--- config.mk ---
export PLATFORM = sky130hd
export DESIGN_NAME = leaf_stream_fifo
export DESIGN_NICKNAME = d
export VERILOG_FILES = /design/src/rtl/leaf_stream_pkg.sv /design/src/rtl/leaf_stream_ram.sv /design/src/rtl/leaf_stream_fifo.sv
export SDC_FILE = /design/constraint.sdc
export NUM_CORES = 1
export LEC_CHECK = 0
export CORE_MARGIN = 1.5
export CORE_UTILIZATION = 56
export DETAILED_ROUTE_END_ITERATION = 8
export PLACE_DENSITY = 0.83
export RECOVER_POWER = 25
export SLEW_MARGIN = 20
export SYNTH_ARGS = -nofsm -noshare
export SYNTH_HDL_FRONTEND = slang
export SYNTH_HIERARCHICAL = 1
export SYNTH_SLANG_ARGS = --single-unit
--- constraint.sdc ---
create_clock -name clk -period 5.5 [get_ports clk]
set_input_delay 1.1 -clock clk [delete_from_list [all_inputs] [get_ports clk]]
set_output_delay 1.1 -clock clk [all_outputs]
set_load 0.05 [all_outputs]
--- src/rtl/leaf_stream_pkg.sv ---
// leaf_stream_pkg: shared defaults, depth check helper and transfer struct for leaf_stream_fifo.
package leaf_stream_pkg;

    localparam int DEF_WIDTH = 8;
    localparam int DEF_DEPTH = 4;

    typedef struct packed {
        logic push;
        logic pop;
    } xfer_t;

    function automatic bit is_pow2(input int v);
        return (v >= 2) && ((v & (v - 1)) == 0);
    endfunction

endpackage

--- src/rtl/leaf_stream_ram.sv ---
// leaf_stream_ram: DEPTH x WIDTH register array, one write port and an asynchronous read port.
module leaf_stream_ram #(
    parameter int WIDTH  = 8,
    parameter int DEPTH  = 4,
    parameter int ADDR_W = $clog2(DEPTH)
) (
    input  logic              clk,
    input  logic              we,
    input  logic [ADDR_W-1:0] waddr,
    input  logic [WIDTH-1:0]  wdata,
    input  logic [ADDR_W-1:0] raddr,
    output logic [WIDTH-1:0]  rdata
);

    logic [WIDTH-1:0] mem_q [DEPTH];

    always_ff @(posedge clk) begin
        if (we) mem_q[waddr] <= wdata;
    end

    assign rdata = mem_q[raddr];

endmodule

--- src/rtl/leaf_stream_fifo.sv ---
// leaf_stream_fifo: valid/ready stream FIFO with registered in_ready and fill count.
// Define LEAF_FIFO_AF_EN to add the registered almost_full output (threshold AF_LEVEL).
module leaf_stream_fifo
    import leaf_stream_pkg::*;
#(
    parameter int WIDTH    = DEF_WIDTH,
    parameter int DEPTH    = DEF_DEPTH,
    parameter int ADDR_W   = $clog2(DEPTH)
`ifdef LEAF_FIFO_AF_EN
    ,
    parameter int AF_LEVEL = DEPTH - 1
`endif
) (
    input  logic              clk,
    input  logic              rst,
    input  logic              flush,
    input  logic              in_valid,
    output logic              in_ready,
    input  logic [WIDTH-1:0]  in_data,
    output logic              out_valid,
    input  logic              out_ready,
    output logic [WIDTH-1:0]  out_data,
    output logic [ADDR_W:0]   count
`ifdef LEAF_FIFO_AF_EN
    ,
    output logic              almost_full
`endif
);

    localparam logic [ADDR_W:0] FULL = (ADDR_W + 1)'(DEPTH);

    if (!is_pow2(DEPTH)) begin : g_bad_depth
        $error("leaf_stream_fifo: DEPTH must be a power of two >= 2");
    end

    xfer_t             x;
    logic [ADDR_W-1:0] wr_ptr_q, wr_ptr_d, rd_ptr_q, rd_ptr_d;
    logic [ADDR_W:0]   count_q, count_d;
    logic              in_ready_q, in_ready_d;
    logic [WIDTH-1:0]  rdata;

    // Flush wins: a handshake in the flush cycle is dropped rather than stored.
    always_comb begin
        x.push     = in_valid & in_ready_q & ~flush;
        x.pop      = out_valid & out_ready & ~flush;
        wr_ptr_d   = flush ? '0 : wr_ptr_q + ADDR_W'(x.push);
        rd_ptr_d   = flush ? '0 : rd_ptr_q + ADDR_W'(x.pop);
        count_d    = flush ? '0 : count_q + (ADDR_W + 1)'(x.push) - (ADDR_W + 1)'(x.pop);
        in_ready_d = count_d < FULL;
    end

    always_ff @(posedge clk or posedge rst) begin
        if (rst) begin
            wr_ptr_q   <= '0;
            rd_ptr_q   <= '0;
            count_q    <= '0;
            in_ready_q <= 1'b0;
        end else begin
            wr_ptr_q   <= wr_ptr_d;
            rd_ptr_q   <= rd_ptr_d;
            count_q    <= count_d;
            in_ready_q <= in_ready_d;
        end
    end

    always @(posedge clk) begin
        if (!rst) assert (count_q <= FULL);
    end

    leaf_stream_ram #(
        .WIDTH (WIDTH),
        .DEPTH (DEPTH),
        .ADDR_W(ADDR_W)
    ) u_ram (
        .clk  (clk),
        .we   (x.push),
        .waddr(wr_ptr_q),
        .wdata(in_data),
        .raddr(rd_ptr_q),
        .rdata(rdata)
    );

    // Storage is not reset, so the head is masked to zero while empty.
    assign out_valid = count_q != '0;
    assign out_data  = out_valid ? rdata : '0;
    assign in_ready  = in_ready_q;
    assign count     = count_q;

`ifdef LEAF_FIFO_AF_EN
    logic almost_full_q, almost_full_d;

    always_comb begin
        almost_full_d = count_d >= (ADDR_W + 1)'(AF_LEVEL);
    end

    always_ff @(posedge clk or posedge rst) begin
        if (rst) almost_full_q <= 1'b0;
        else     almost_full_q <= almost_full_d;
    end

    assign almost_full = almost_full_q;
`endif

endmodule

==> flow_results.org, run 1 <==
** Floorplan
- Core footprint :: 2780 um2
- Initial standard-cell utilization of the core :: 59.9%
- In this run the vertical extent of the chip is 57.6 um.
- From left edge to right edge, the die measures 57.6 um.
- Area enclosed by the die boundary :: 3310 um2
- # IOs :: 26
- In this run the core area contains 19 standard-cell rows.

** STA
- The clock arrives with 6.20 ps of skew.
- The number of hold violations in the final report is 0.
- On the final layout, the worst hold slack is 655 ps.
- Relative max-transition margin :: 55.7%
- The number of pins with negative max-slew slack in the final report was 0.
- Fmax :: 279 MHz
- RSZ-0062 raised after global routing :: no
- Final count of negative-setup-slack endpoints :: 0
- The worst path in the final design needs a cycle of 3590 ps, including I/O delays and setup.
- TNS Setup :: 0 ps
- For the pin with the worst max-slew slack, the measured transition is 662 ps.
- Tcrit/Tclk final :: 65.3%

** Yosys
- Ranked by total cell area, the synthesized netlist is headed by edfxtp_1 58%, dfrtp_1 12%, mux4_2 11%.
- Library cells used by synthesis :: 24
- The cell area that synthesis handed to floorplanning was 1670 um2.
- Area share of the largest cell type after synthesis :: 57.7%
- Yosys printed 6 warnings.
- Cell with the most instances after synthesis :: edfxtp_1
- Mean area per synthesized cell :: 18.3 um2
- The biggest area contributor in the post-synthesis netlist is edfxtp_1.
- The commonest cells after synthesis are 32 x edfxtp_1, 12 x nor2b_1, 8 x dfrtp_1, 8 x mux4_2, 5 x nor2_1.
- Synthesized net count :: 107
- After synthesis the netlist holds a flip-flop and latch count of 40.
- Counting flops with an async set or reset pin after synthesis yields a share of 20.0%.
- For this run, the leading register cell type out of synthesis is edfxtp_1.
- Synthesis handed over a netlist of 91 instances.
- The synthesized design contains 32 enable-type register cells.
- Of the synthesized area, sequential elements account for 69.7%.

** Final layout
- Area taken by multi-input logic gates :: 475 um2
- Area growth syn-to-layout :: 19.4%
- The finished layout holds 152 standard cells, fillers aside.
- FF+latch area :: 1160 um2
- Once layout is done, the placed cells without fillers occupy 1990 um2.
- The repair_antennas step left the layout with diodes totalling 0.
- In the final layout, the share of cells above drive strength 1 is 14.0%.
- The final layout contains 136 nets.
- Final-layout fill cell count :: 179

** Drt
- WL met1 :: 1220 um
- DR WL/cell :: 17.4 um
- In the detailed route, the total length drawn on met3 is 91 um.
- Number of design rule violations left after detail routing :: 0
- The final layout contains routed wiring with a total length of 2640 um.
- For this block, the via count after detailed routing is 843.
- Post-detailed-route count of antenna-violating nets :: 0
- Dividing the detail-routed via count by the number of cells gives 5.55.
- Starting DRT DRC Count :: 17
- Top layer reached by signal wires :: met4
- First-pass detailed-route iteration total :: 4
- DR WL met2 :: 1270 um

** Global routing
- Antenna violations before repair :: 0
- The first global-routing pass estimated 4500 um of wire.
- Entering global routing, the biggest net connects 13 pins.
- Total Routing Usage GR :: 19.2%
- The via count of the first global-routing pass is 932.
- After global routing the overflow that remains totals 0.

** Setup path
- The worst setup path is captured at an output port.
- The worst setup path is launched from a register.
- Count of buffering cells on the critical path with inverters included :: 1
- The slowest stage of the critical path belongs to the cell clkdlybuf4s50_1.
- The critical path runs through a total of 3 cells.
- The critical path is of the register to output port type.
- At the worst endpoint, the required time is 4400 ps.
- Critical path's top delay family :: buffers and inverters
- Peak per-stage delay on the critical path :: 730 ps
- CP Cell Sequence :: mux4_2 > nor2b_1 > clkdlybuf4s50_1
- Count of cells along the worst register-to-register path :: 5
- STA puts the critical path data arrival time at 2490 ps.
- Of all nets on the critical path, the largest fanout is 11.

** Power
- The worst-case IR drop observed on VDD is 0.429 mV.
- The clock network accounts for 14.6% of the total power.
- LEAKAGE :: 0.706 nW
- The analysis attributes to net switching a power of 0.000339 W.
- Combinational cells account for 42.2% of the total power.
- Internal power consumption :: 0.000550 W
- Net switching is 38.2% of the power.
- Dividing total power by cell area gives a power density of 447 nW/um2.
- Flop pwr share :: 43.3%
- The design draws 0.000889 W.

** CTS
- Number of clock buffers inserted by TritonCTS :: 5
- CTS HTree Levels :: 2
- Worst-case clock buffer depth :: 2
- Number of hold-repair buffers added at the cts stage :: 0
- The number of setup buffers added after CTS is 0.
- Clock-pin slew was measured on the worst setup and hold paths at 100 ps.
- TritonCTS built the clock tree.
- CTS saw 40 sinks.
- Source-to-sink clock delay at the later pin of the worst-skew pair :: 330 ps
- PostCTS Resize Cnt :: 0
- CTS placed an instance of clkbuf_4 at the clock tree root.

** Placement
- GP Congestion :: 0.750
- Number of cells after detailed placement :: 144
- In this run the tool buffered the top-level ports with 25 buffer cells.
- Placement-stage cell area :: 1940 um2

** Run
- Across the run, the number of max-cap violations was 0.

** Worst hold path
- The min-delay analysis places its worst path in the category register to register.
- Counting instances, the worst hold path has a depth of 2.

** Outcome
- Outcome :: finished clean
==> flip-flops by register name, indices dropped and copies added (netlist names) <==
register / cells
wr_ptr_q: 2
rd_ptr_q: 2
in_ready: 1
u_ram/mem_q: 32
count: 3
==> cells in the final DEF (no fill, tap or decap) <==
master / n
ha_1: 2
dlygate4sd3_1: 6
a21o_1: 1
mux4_2: 8
nor2_1: 5
o311ai_0: 1
and3_1: 1
o31a_1: 1
inv_1: 4
xnor3_1: 1
mux2i_1: 1
fa_1: 1
nor3b_2: 1
clkbuf_4: 5
and3b_1: 2
xnor2_1: 1
nor2b_1: 12
nor3b_1: 1
nand3b_1: 1
clkdlybuf4s50_1: 19
or2_1: 1
clkinv_1: 1
nor3_2: 1
edfxtp_1: 32
clkbuf_1: 2
mux2_2: 2
dfrtp_1: 8
==> worst reg2reg max path, delay by kind of cell, from the launching register on <==
kind,cells,cell delay [ps]
AND/OR/NAND/NOR,3,990
flip-flops,1,470
XOR/XNOR,1,200
adder cells (fa/ha/maj),1,420
==> power by group through the flow <==
stage               Sequential (W)  Combinational (W)  Clock (W)
floorplan                 0.000410           0.000245          0
detailed placement        0.000392           0.000378          0
finish                    0.000385           0.000375   0.000129
CTS                       0.000386           0.000379   0.000135
global placement          0.000390           0.000374          0
global route              0.000391           0.000398   0.000147
==> area by class of cell <==
type	count	area share, %
tap	31	1.95
sequential	40	58.4
inverter	4	0.755
timing repair buffer	25	12.6
clock inverter	1	0.189
clock buffer	7	2.26
multi-input combinational	44	23.9
==> cells by family after synthesis <==
logic type	count (synthesis)	synth area share (%)
AOI/OAI and AO/OA	3	1.50
xor gates and xnor gates	2	1.88
adders and majority gates	3	2.70
buffers and inverters	7	2.10
DFF	40	69.7
muxes	11	12.8
and+or+nand+nor	25	9.38
==> worst paths after layout <==
kind | to | slack (ps) | startpoint
max in group asynchronous | rd_ptr_q[1] | 4120 | rst
max | out_data[2] | 1910 | rd_ptr_q[0]
min | wr_ptr_q[1] | 650 | wr_ptr_q[1]
min in group asynchronous | wr_ptr_q[0] | 1140 | rst
max reg2reg | in_ready | 3320 | count[1]
min reg2reg | wr_ptr_q[1] | 650 | wr_ptr_q[1]
==> through the flow <==
stage	setup WS, ps	util, %
6_report	1910	71.5
5_1_grt	1720	71.5
4_1_cts	1860	71.3
3_5_place_dp	2060	69.6
3_3_place_gp	2140	69.6
2_1_floorplan	2760	-
==> per-layer routing <==
layer | vias to the layer above | track usage, %
met5 | - | 0
met2 | 19 | 28.6
li1 | 405 | -
met3 | 7 | 4.76
met1 | 412 | 26.7
met4 | 0 | 9.97
No activity file was read; power rests on OpenSTA's default activity.
==> run 2, diff against run 1 <==
Settings changed: CORE_UTILIZATION 56 to 47, PLACE_DENSITY 0.83 to 0.74.
Clock period 5.5 ns to 3.3 ns, I/O delays scaled along.
==> run 2 against run 1 <==
Die area is 18% higher. Clock skew rose by 8.3 ps. First-iteration DRC count is 29% lower. Flip-flop and latch count is the same. Setup slack worse by 1600 ps. Design area rose by 1.8%. Combinational power increased by 67%. Non-clock buffer count up 2. Via count up 1.9%. Critical path type unchanged. Largest power group unchanged. Highest routed layer unchanged.
==> flow_results.org, run 2 (synthesized netlist as in run 1, its figures left out) <==
** Final layout
- Largest register by flop count :: u_ram/mem_q
- Final-layout fill cell count :: 276
- Max reg flops :: 32
- Share of final-layout standard cells stronger than drive strength 1 :: 17.1%
- In the layout the commonest cells are 32 x edfxtp_1, 20 x clkdlybuf4s50_1, 12 x nor2b_1.
- Leaving out fill and tap cells, the most frequent cell in the layout is edfxtp_1.
- Area growth syn-to-layout :: 21.5%
- Final-stage net count :: 138
- Final non-filler cell area :: 2020 um2
- Number of diodes :: 0

** Global routing
- Vias in the first global route :: 908
- For this run the aggregate overflow at the end of global routing stands at 0.
- First-pass GRT wire length :: 4420 um
- Global routing consumed, over all layers together, 15.6% of the routing resources.
- Entering global routing, the biggest net connects 14 pins.
- The number of antenna violations at the first check in global routing came to 0.

** Setup path
- CP endpoint kind :: output port
- The worst setup path is launched from a register.
- The signal on the critical path passes through mux4_2 > nor2b_1 > clkdlybuf4s50_1.
- STA puts the critical path data required time at 2640 ps.
- Largest fanout on the critical path :: 11
- The worst setup path is of the register to output port kind.
- Master of the slowest instance on the critical path :: clkdlybuf4s50_1
- WP data arrival :: 2320 ps
- For this run, the slowest stage of the critical path takes 720 ps.

** Placement
- Routability-driven placement finished with a final weighted congestion of 0.670.
- Buffers placed on the I/O ports in this run total 25.
- In this run the cell area measured after placement is 1970 um2.
- Once detailed placement completed, the half-perimeter wirelength came to 1850 um.

** Power
- Pwr per Cell Area :: 741 nW/um2
- Of the total power, the share spent switching nets is 38.6%.
- Internal power consumption :: 0.000921 W
- Across the VDD grid, the largest voltage drop is 0.335 mV.
- Of the total power, the clock network draws 15.6%.
- Of the total power, registers draw 42.7%.
- For this design the total switching power over the nets is 0.000578 W.
- LEAKAGE :: 0.712 nW
- Per report_power, the combinational group accounts for 41.7% of the total.

** Drt
- Starting DRT DRC Count :: 12
- Post-detailed-route count of antenna-violating nets :: 0
- The pre-antenna-repair detailed-routing pass consisted of 3 iterations.
- The detailed router placed 859 vias in this run.
- Vias/cell :: 5.08
- The final layout contains routed wiring with a total length of 2620 um.
- For this run, design rule violations remaining after detail routing come to 0.
- In the final routed layout, each cell accounts on average for 15.5 um.

** Outcome
- The flow ran to the end, and the final reports show no timing, DRC or antenna violations.

** Floorplan
- The die is 62.5 um wide.
- Row generation in the floorplan step produced 21 rows.
- Core footprint :: 3360 um2
- For this design the top-level I/O count stands at 26.
- Floorplan die height :: 62.5 um
- Area enclosed by the die boundary :: 3910 um2
- Initial standard-cell utilization of the core :: 49.6%

** STA
- Slew of the pin with the lowest slew margin :: 650 ps
- Hold timing on the final database bottoms out at a slack of 618 ps.
- Based on the critical path, the design can be clocked at up to 335 MHz.
- Maximum clock skew at final layout :: 14.5 ps
- RSZ-0062 raised after global routing :: no
- In this run the tightest slew margin relative to its limit is 56.5%.
- The number of hold violations in the final report is 0.
- Post-layout minimum cycle time :: 2980 ps
- Tcrit/Tclk final :: 90.4%
- Final Max Slew Viols :: 0
- Final count of negative-setup-slack endpoints :: 0
- TNS Setup :: 0 ps

** CTS
- The tree is rooted in a clkbuf_4.
- Number of clock buffers inserted by TritonCTS :: 5
- CTS HTree Levels :: 2
- After clock tree synthesis, the clock-pin slew on the worst setup and hold paths is 110 ps.
- The longest clock path from root to sink contains 2 buffers.
- Number of hold-repair buffers added at the cts stage :: 0
- TritonCTS built the clock tree.
- CTS Sinks :: 40
- Clock latency on the worst-skew pair, taken at its later pin, is 350 ps.

** Run
- Reported max-cap violation count :: 0

** Worst hold path
- Worst min path class :: register to register
==> run 2: through the flow <==
| step | std cells | utilization [%] | setup slack (ps) | power, W |
|---|---|---|---|---|
| after CTS | 169 | 60.2 | 98.0 | 0.00152 |
| after detailed placement | 161 | 58.6 | 501 | 0.00129 |
| after floorplan | 91 | - | 999 | 0.00109 |
| after global placement | 161 | 58.6 | 500 | 0.00128 |
| after global routing | 169 | 60.2 | 211 | 0.00157 |
| final | 169 | 60.2 | 317 | 0.00150 |
==> run 2: final cells by class <==
| cell class | instances | area (um2) | share of cell area, % |
|---|---|---|---|
| Clock buffer | 6 | 41.3 | 2.04 |
| Clock inverter | 2 | 12.5 | 0.618 |
| Inverter | 4 | 15.0 | 0.742 |
| Multi-Input combinational cell | 44 | 470 | 23.2 |
| Sequential cell | 40 | 1160 | 57.4 |
| Tap cell | 46 | 57.6 | 2.84 |
| Timing Repair Buffer | 27 | 265 | 13.1 |
==> run 2: worst paths after layout <==
| path | from | endpoint | slack (ps) | depth (start not counted) |
|---|---|---|---|---|
| worst max register to register | count[1] | in_ready | 1170 | 5 |
| worst max-delay path | rd_ptr_q[0] | out_data[2] | 320 | 3 |
| worst min-delay path | wr_ptr_q[1] | wr_ptr_q[1] | 620 | 2 |
| min in group asynchronous | rst | wr_ptr_q[1] | 680 | 2 |
| worst min register to register | wr_ptr_q[1] | wr_ptr_q[1] | 620 | 2 |
| max in group asynchronous | rst | rd_ptr_q[0] | 2360 | 2 |
==> run 2: metal layers <==
layer | share of wire (%) | track usage (%)
met1 | 42 | 18.1
met2 | 51 | 26.1
met3 | 4.4 | 5.41
met4 | 2.4 | 7.50
met5 | 0 | 0
==> run 2: what timing repair did <==
action | 4_1_cts | 5_1_grt
setup endpoints to repair | 0 | 1
setup buffers | 0 | 0
resized for setup | 0 | 1
==> run 2: power groups by stage <==
stage                     Combinational [W]  Sequential [W]  Clock [W]
after CTS                          0.000635        0.000641   0.000243
after detailed placement           0.000634        0.000652          0
final                              0.000625        0.000640   0.000234
after floorplan                    0.000408        0.000684          0
after global placement             0.000626        0.000650          0
after global routing               0.000662        0.000650   0.000263
==> run 2: critical path, delay by kind of cell, from the launching register on <==
kind / cells / cell delay (ps)
DFF: 1 / 570
and+or+nand+nor: 1 / 140
muxes: 1 / 530
buffers and inverters: 1 / 720
